===== src/rtl/fold_scheduler_pkg.sv =====
// Shared types and default sizing for the folded HDC scheduler.
// Default channel sizing stands in for the global channel-count macros.
package fold_scheduler_pkg;

  localparam int TOTAL_NUM_CHANNEL     = 64;
  localparam int MAX_NUM_CHANNEL_WIDTH = 6;
  localparam int DEF_NUM_FOLDS         = 100;
  localparam int DEF_NUM_FOLDS_WIDTH   = 7;
  localparam int DEF_NUM_WINDOWS       = 3;
  localparam int CLS_WIDTH             = 2;

  typedef enum logic [1:0] {IDLE, ISSUE, WAIT_FOLD} sched_state_t;

  typedef logic [DEF_NUM_FOLDS_WIDTH-1:0]   fold_idx_t;
  typedef logic [MAX_NUM_CHANNEL_WIDTH-1:0] chan_idx_t;

endpackage


===== src/rtl/fold_scheduler_wrap_counter.sv =====
// Modulo-MAX counter with synchronous clear; at_max flags the last value.
// Clear wins over increment; increment at the last value wraps to zero.
module fold_scheduler_wrap_counter #(
  parameter int MAX   = 4,
  parameter int WIDTH = 2
) (
  input  logic             clk,
  input  logic             rst,
  input  logic             inc,
  input  logic             clr,
  output logic [WIDTH-1:0] value,
  output logic             at_max
);

  assign at_max = (value == WIDTH'(MAX - 1));

  always_ff @(posedge clk or negedge rst) begin
    if (!rst) begin
      value <= '0;
    end else if (clr) begin
      value <= '0;
    end else if (inc) begin
      value <= at_max ? '0 : value + WIDTH'(1);
    end
  end

endmodule


===== src/rtl/fold_scheduler.sv =====
// Walks every (fold, channel) step of one feature frame, holding each new fold
// until the datapath reports the previous one drained; tracks the classification window.
module fold_scheduler
  import fold_scheduler_pkg::*;
#(
  parameter int NUM_FOLDS       = DEF_NUM_FOLDS,
  parameter int NUM_FOLDS_WIDTH = DEF_NUM_FOLDS_WIDTH,
  parameter int NUM_CHANNEL     = TOTAL_NUM_CHANNEL,
  parameter int CHAN_WIDTH      = MAX_NUM_CHANNEL_WIDTH,
  parameter int NUM_WINDOWS     = DEF_NUM_WINDOWS
) (
  input  logic                       clk,
  input  logic                       rst,
  input  logic                       fin_valid,
  output logic                       fin_ready,
  output logic                       step_valid,
  input  logic                       step_ready,
  output logic [NUM_FOLDS_WIDTH-1:0] fold_idx,
  output logic [CHAN_WIDTH-1:0]      chan_idx,
  output logic                       first_chan,
  output logic                       last_chan,
  output logic                       last_fold,
  input  logic                       fold_done,
  output logic [CLS_WIDTH-1:0]       classification_counter,
  output logic                       send_to_am,
  output logic                       busy
);

  sched_state_t         state;
  logic                 accept, retire, drain;
  logic                 chan_at_max, fold_at_max, cls_at_max;
  logic [CLS_WIDTH-1:0] cls_next;

  assign accept = (state == IDLE) && fin_valid && fin_ready;
  assign retire = (state == ISSUE) && step_valid && step_ready;
  // fold_done is only meaningful while draining; elsewhere it is ignored
  assign drain  = (state == WAIT_FOLD) && fold_done;

  fold_scheduler_wrap_counter #(.MAX(NUM_CHANNEL), .WIDTH(CHAN_WIDTH)) u_chan_cnt (
    .clk    (clk),
    .rst    (rst),
    .inc    (retire && !chan_at_max),
    .clr    (accept || drain),
    .value  (chan_idx),
    .at_max (chan_at_max)
  );

  fold_scheduler_wrap_counter #(.MAX(NUM_FOLDS), .WIDTH(NUM_FOLDS_WIDTH)) u_fold_cnt (
    .clk    (clk),
    .rst    (rst),
    .inc    (drain),
    .clr    (accept),
    .value  (fold_idx),
    .at_max (fold_at_max)
  );

  fold_scheduler_wrap_counter #(.MAX(NUM_WINDOWS), .WIDTH(CLS_WIDTH)) u_cls_cnt (
    .clk    (clk),
    .rst    (rst),
    .inc    (drain && fold_at_max),
    .clr    (1'b0),
    .value  (classification_counter),
    .at_max (cls_at_max)
  );

  assign cls_next   = cls_at_max ? '0 : classification_counter + CLS_WIDTH'(1);
  assign first_chan = (chan_idx == '0);
  assign last_chan  = chan_at_max;
  assign last_fold  = fold_at_max;

  always_ff @(posedge clk or negedge rst) begin
    if (!rst) begin
      state      <= IDLE;
      step_valid <= 1'b0;
      fin_ready  <= 1'b1;
      busy       <= 1'b0;
      send_to_am <= 1'b0;
    end else begin
      case (state)
        IDLE: begin
          if (accept) begin
            state      <= ISSUE;
            step_valid <= 1'b1;
            fin_ready  <= 1'b0;
            busy       <= 1'b1;
          end
        end
        ISSUE: begin
          if (retire && chan_at_max) begin
            state      <= WAIT_FOLD;
            step_valid <= 1'b0;
          end
        end
        WAIT_FOLD: begin
          if (drain) begin
            if (fold_at_max) begin
              state      <= IDLE;
              fin_ready  <= 1'b1;
              busy       <= 1'b0;
              // tracks the counter so it changes on the same edge as the wrap
              send_to_am <= (cls_next == CLS_WIDTH'(NUM_WINDOWS - 1));
            end else begin
              state      <= ISSUE;
              step_valid <= 1'b1;
            end
          end
        end
        default: begin
          state      <= IDLE;
          step_valid <= 1'b0;
          fin_ready  <= 1'b1;
          busy       <= 1'b0;
        end
      endcase
    end
  end

endmodule


===== config.mk =====
export PLATFORM = sky130hd
export DESIGN_NAME = fold_scheduler
export DESIGN_NICKNAME = d
export VERILOG_FILES = /design/src/rtl/fold_scheduler_pkg.sv /design/src/rtl/fold_scheduler_wrap_counter.sv /design/src/rtl/fold_scheduler.sv
export SDC_FILE = /design/constraint.sdc
export NUM_CORES = 1
export LEC_CHECK = 0
export ABC_CLOCK_PERIOD_IN_PS = 2350
export CAP_MARGIN = 40
export CORE_ASPECT_RATIO = 0.8
export CORE_MARGIN = 2
export CORE_UTILIZATION = 45
export DETAILED_ROUTE_END_ITERATION = 16
export PLACE_DENSITY = 0.73
export SKIP_CTS_REPAIR_TIMING = 1
export SYNTH_ARGS = -nofsm -noshare
export SYNTH_HDL_FRONTEND = slang
export SYNTH_SLANG_ARGS = --single-unit

===== constraint.sdc =====
create_clock -name clk -period 2.35 [get_ports clk]
set_input_delay 0.3525 -clock clk [delete_from_list [all_inputs] [get_ports clk]]
set_output_delay 0.3525 -clock clk [all_outputs]
set_load 0.005 [all_outputs]

; ---- After elaboration in Yosys (flattened, before gate mapping)
; Cells that the tools add are included.
[word_totals]
memories = 0
input_bits = 5
mem_bits_rw = 0
wordCells = 65
mem_bits_ro = 0
latchBits = 0
regBits = 21
[classes]
shift = 0
eq_ne = 11
order_cmp = 0
mul = 0
n_addsub = 3
reduce_logical = 18
bitwise_logic = 1
div_mod_pow = 0
muxes = 24
[ops]
columns = operator, count
row1 = 2-to-1 mux 7 bit, 3
row2 = 2-to-1 mux 6 bit, 3
row3 = 2-to-1 mux 1 bit, 10
row4 = case mux 1 bit (3 select lines), 3
row5 = logical AND 1 bit, 8
row6 = 2-to-1 mux 2 bit, 4
row7 = != test 2 bit (second input constant), 4
row8 = AND reduction 4 bit, 2
row9 = adder 7 x 1 -> 7 bit (second input constant), 1
row10 = equality test 7 bit (second input constant), 1
row11 = adder 6 x 1 -> 6 bit (second input constant), 1
row12 = equality test 2 bit (second input constant), 3
row13 = equality test 6 bit (second input constant), 1
row14 = zero test 6 bit, 1
row15 = case mux 2 bit (3 select lines), 1
row16 = AND reduction 3 bit, 2
row17 = nonzero test 2 bit, 2
row18 = adder 2 x 1 -> 2 bit (second input constant), 1
row19 = equality test 2 x 1 -> 1 bit (second input constant), 1
row20 = zero test 2 bit, 1
row21 = != test 2 x 1 -> 1 bit (second input constant), 1
row22 = zero test 1 bit, 1
row23 = logical OR 1 bit, 1
row24 = NOT 1 bit, 1

; ---- Logic depth before layout (Yosys ltp)
[depth]
depth_word = 6
mapped_depth = 4

; ---- Modules after synthesis
; Synthesis repeated with hierarchy kept, for this count alone.
[hier_totals]
cells_unflattened = 120
hier_area_um2 = 1144.8
[modules_own_cells]
columns = mod, n_inst, area_per_inst_um2, cells_each
row1 = fold_scheduler_wrap_counter at u_fold_cnt, 1, 386.6, 42
row2 = fold_scheduler, 1, 342.8, 37
row3 = fold_scheduler_wrap_counter at u_chan_cnt, 1, 320.3, 32
row4 = fold_scheduler_wrap_counter at u_cls_cnt, 1, 95.1, 9

; ---- Worst setup path before layout
; Ideal clock, no wire load.
[synth_path]
kind = reg-to-reg
start = reg u_fold_cnt.value[2]
end = reg send_to_am
setup_ns = 0.125
path_stages_with_launch = 4
setup_slack_ns = 0.518
synth_period_minus_slack_ns = 1.832
arrival_ns = 1.707
cell_sequence = dfrtp_1 or4b_4 or3_4 mux2_4
[synth_between]
elab_chain_len = 2
[synth_rtl]
columns = item, line
row1 = start: declaration, fold_scheduler_wrap_counter.sv:11  ; output logic [WIDTH-1:0] value,
row2 = start signal: assignment, fold_scheduler_wrap_counter.sv:23  ; value <= at_max ? '0 : value + WIDTH'(1);
row3 = equality test 7 bit, fold_scheduler_wrap_counter.sv:15  ; assign at_max = (value == WIDTH'(MAX - 1));
row4 = AND reduction 3 bit (no line), --
row5 = end signal: assignment, fold_scheduler.sv:101  ; send_to_am <= (cls_next == CLS_WIDTH'(NUM_WINDOWS - 1));
row6 = end: declaration, fold_scheduler.sv:25  ; output logic send_to_am,
; No other way between the ends.
; A chain may end at the register's enable or synchronous reset.

; ---- Worst setup path in the final report
[layout_path]
start = reg u_chan_cnt.value[1]
end = out last_chan
[layout_between]
elab_chain_len = 1
[layout_rtl]
columns = item, line
row1 = start: declaration, fold_scheduler_wrap_counter.sv:11
row2 = start signal: assignment, fold_scheduler_wrap_counter.sv:23
row3 = equality test 6 bit, fold_scheduler_wrap_counter.sv:15
row4 = end: declaration, fold_scheduler.sv:21  ; output logic last_chan,
; No other way between the ends.

==> metrics.log <==
[metrics] clock transition at the registers of the reported paths: 0.12 ns
[metrics] final setup violating endpoints: 0
[metrics] Tot GR Track Use: a little over 20%
[metrics] maximum number of pins on one net before global-route repair: 22
[metrics] # H-tree levels: 1
[metrics] die width: between 60 and 70 um
[metrics] Antenna Nets Post-Route: 0
[metrics] CTS Root Buffer Type: clkbuf_4
[metrics] vias post-DR: ~1,100
[metrics] critical path, cell by cell: ha_1, nand3_2, nor2_1, clkdlybuf4s50_1
[metrics] synth-to-layout area growth: 33.0%
[metrics] worst setup path class: reg -> out
[metrics] result of the run: completed
[metrics] Crit. End Element: primary output
[metrics] post-DR wirelength/cell: 15.2 um
[metrics] Power Total: 559 uW
[metrics] sequential-to-total area share from yosys stat: 44.7%
[metrics] Std-Cell Rows: 16
[metrics] portion of the clock cycle consumed by the worst path in the final layout: approximately 93%
[metrics] arrival time of data at the critical path endpoint: 1.83 ns
[metrics] Most used DFF post-synth: dfrtp_1
[metrics] Final GP Congestion: 0.826
[metrics] power density over cell area: around 360 nW/um^2
[metrics] y dimension of the die: 49.8 um
[metrics] post-synthesis cell type count: 41
[metrics] depth of the worst register-to-register path: 3
[metrics] number of diodes: 0
[metrics] worst setup skew after layout: 0.00465 ns
[metrics] HPWL after DPL: around 2000 um
[metrics] final hold viol count: 0
[metrics] Core Footprint: 2460 sq um
[metrics] area of the mapped netlist: 1180 sq um
[metrics] CTS max path bufs: 2
[metrics] Initial Util: between 40 and 50%
[metrics] number of violations reported at the end of detailed-routing iteration 0: 54
[metrics] class of the worst hold path: in -> async
[metrics] via density per instance: 5.73
[metrics] die area: approximately 3000 sq um
[metrics] delay of the slowest cell on the worst path: ~0.51 ns
[metrics] layout cells sized above 1: between 15 and 20%
[metrics] worst path required time: roughly 2.0 ns
[metrics] setup repair after global routing missed its margin: no
[metrics] final-stage net count: 158
[metrics] ports placed on the boundary: 27
[metrics] EDFF count, synth: 0
[metrics] post-synthesis async set-or-reset flop share: 100%
[metrics] Port Buf Inserts: 26
[metrics] number of storage elements in the synthesis netlist: 21
[metrics] Mapped Nets: 124
[metrics] fraction of synthesized cell area taken by the top area cell type: between 40% and 50%
[metrics] total congestion overflow: 0
[metrics] detailed-routing iteration count for the pre-antenna-repair pass: 4
[metrics] CTS tree: yes
[metrics] number of warnings printed during yosys synthesis: 0
[metrics] worst hold margin: 0.368 ns
[metrics] final routed wirelength across all metal layers: about 2800 um
[metrics] global-route wire length before repair: 4630 um
[metrics] transition time at the pin with the least slew margin: slightly above 0.7 ns
[metrics] Max Slew Vio Count: 0
[metrics] Residual DRC: 0
[metrics] Final Cell Area: between 1500 and 2000 sq um
[metrics] crit start category: flop
[metrics] maximum ir drop on the vdd rail: 0.269 mV
[metrics] clock period minus worst slack: 2.18 ns
[metrics] post-synthesis average cell area: 10.2 sq um
[metrics] synthesized netlist cell count: 116
[metrics] largest fanout of any net on the critical path: 6
[metrics] top post-synthesis cells by area: dfrtp_1, nand3_1, mux2_4
[metrics] clock insertion delay at the later pin of the skew report: approximately 0.31 ns
[metrics] number of antenna violations at the first check in global routing: 0
[metrics] placed cell area: between 1000 and 1500 sq um
[metrics] Sinks on Clock Net: 21
[metrics] fmax: 458 MHz
[metrics] slowest library cell on the worst path: clkdlybuf4s50_1
[metrics] post-synth top area cell: dfrtp_1
[metrics] Static Leak: ~0.7 nW
[metrics] Worst Setup Slack, final: between 0.15 and 0.2 ns
[metrics] slew margin rel.: 51.2%
[metrics] max_cap viols: 0
[metrics] Place WS: between 0.2 and 0.3 ns
[metrics] vias in the first global route: 987
[metrics] number of CTS-inserted buffers: 3
[power breakdown]
group,internal (mW),switching (mW),total [mW]
Sequential,0.362,0.000759,0.363
Combinational,0.00976,0.0110,0.0208
Clock,0.0637,0.111,0.175
Total,0.436,0.123,0.559
[per-stage QoR]
stage | util [%] | instances | TNS, ns
CTS | 62.0 | 182 | -0.0719
global placement | 60.9 | 178 | 0
detailed placement | 60.9 | 178 | 0
global route | 63.7 | 185 | 0
finish | 63.7 | 185 | 0
floorplan | - | 116 | 0
[critical path: cells and delay by family, from the launching register on]
family,cells,cell delay [ns]
fa+ha+maj,1,0.26
buf+inv,1,0.51
flops,1,0.44
simple gates,2,0.31
[routing by layer]
layer  GRT usage (%)  up-vias  part of all wire (%)
met4            4.35        0                   1.1
met5               0        -                     0
met3            6.30        6                   5.8
li1                -      513                     -
met2            32.6       38                    49
met1            27.0      503                    45
[kinds of logic (layout without fill, tap and decap cells)]
group / count (synthesis) / after routing / share of synthesized area, %
adder cells (fa/ha/maj): 3 / 3 / 3.19
multiplexers: 9 / 9 / 9.13
AO/OA/AOI/OAI: 27 / 27 / 15.9
buffers and inverters: 8 / 41 / 2.55
flip-flops: 21 / 21 / 44.7
AND/OR/NAND/NOR: 48 / 48 / 24.5
[flip-flops by register name, indices dropped and copies added, names as in the netlist]
signal and flops:
u_cls_cnt.value 2, state 2, u_fold_cnt.value 7, u_chan_cnt.value 6, busy 1, fin_ready 1, send_to_am 1, step_valid 1
[cell type report]
type | count | area, sq um
clock buffer | 3 | 22.5
multi-input combinational | 87 | 634
timing repair buffer | 33 | 315
clock inverter | 1 | 5.00
inverter | 4 | 15.0
tap | 36 | 45.0
sequential | 21 | 531
fill | 210 | 895
[cell usage after synthesis, types with 3 or more instances]
| master | n |
|---|---|
| a21oi_1 | 6 |
| a31oi_1 | 3 |
| and3_1 | 3 |
| clkbuf_1 | 4 |
| dfrtp_1 | 20 |
| ha_1 | 3 |
| inv_1 | 4 |
| mux2_4 | 3 |
| mux2i_1 | 4 |
| nand2_1 | 7 |
| nand3_1 | 9 |
| nor2_1 | 7 |
| o211ai_1 | 3 |
| o21ai_0 | 4 |
[layout by cell type (no fill, tap or decap), types with 3 or more instances in the layout]
cell              n
a21oi_1           6
a31oi_1           3
and3_1            3
buf_4             7
clkbuf_4          3
clkdlybuf4s50_1  25
dfrtp_1          17
dfrtp_2           3
ha_1              3
inv_1             4
mux2_4            3
mux2i_1           4
nand2_1           7
nand3_1           8
nor2_1            6
o211ai_1          3
o21ai_0           4
[worst paths after layout]
path,start,endpoint,slack (ns)
worst min register to register,send_to_am,send_to_am,0.55
worst max register to register,u_fold_cnt.value[3],send_to_am,0.47
worst min-delay path,rst,state[1],0.37
min in group clk,send_to_am,send_to_am,0.55
worst max-delay path,u_chan_cnt.value[1],last_chan,0.17
max in group asynchronous,rst,fin_ready,1.71
Power figures use the tool's default switching activity.
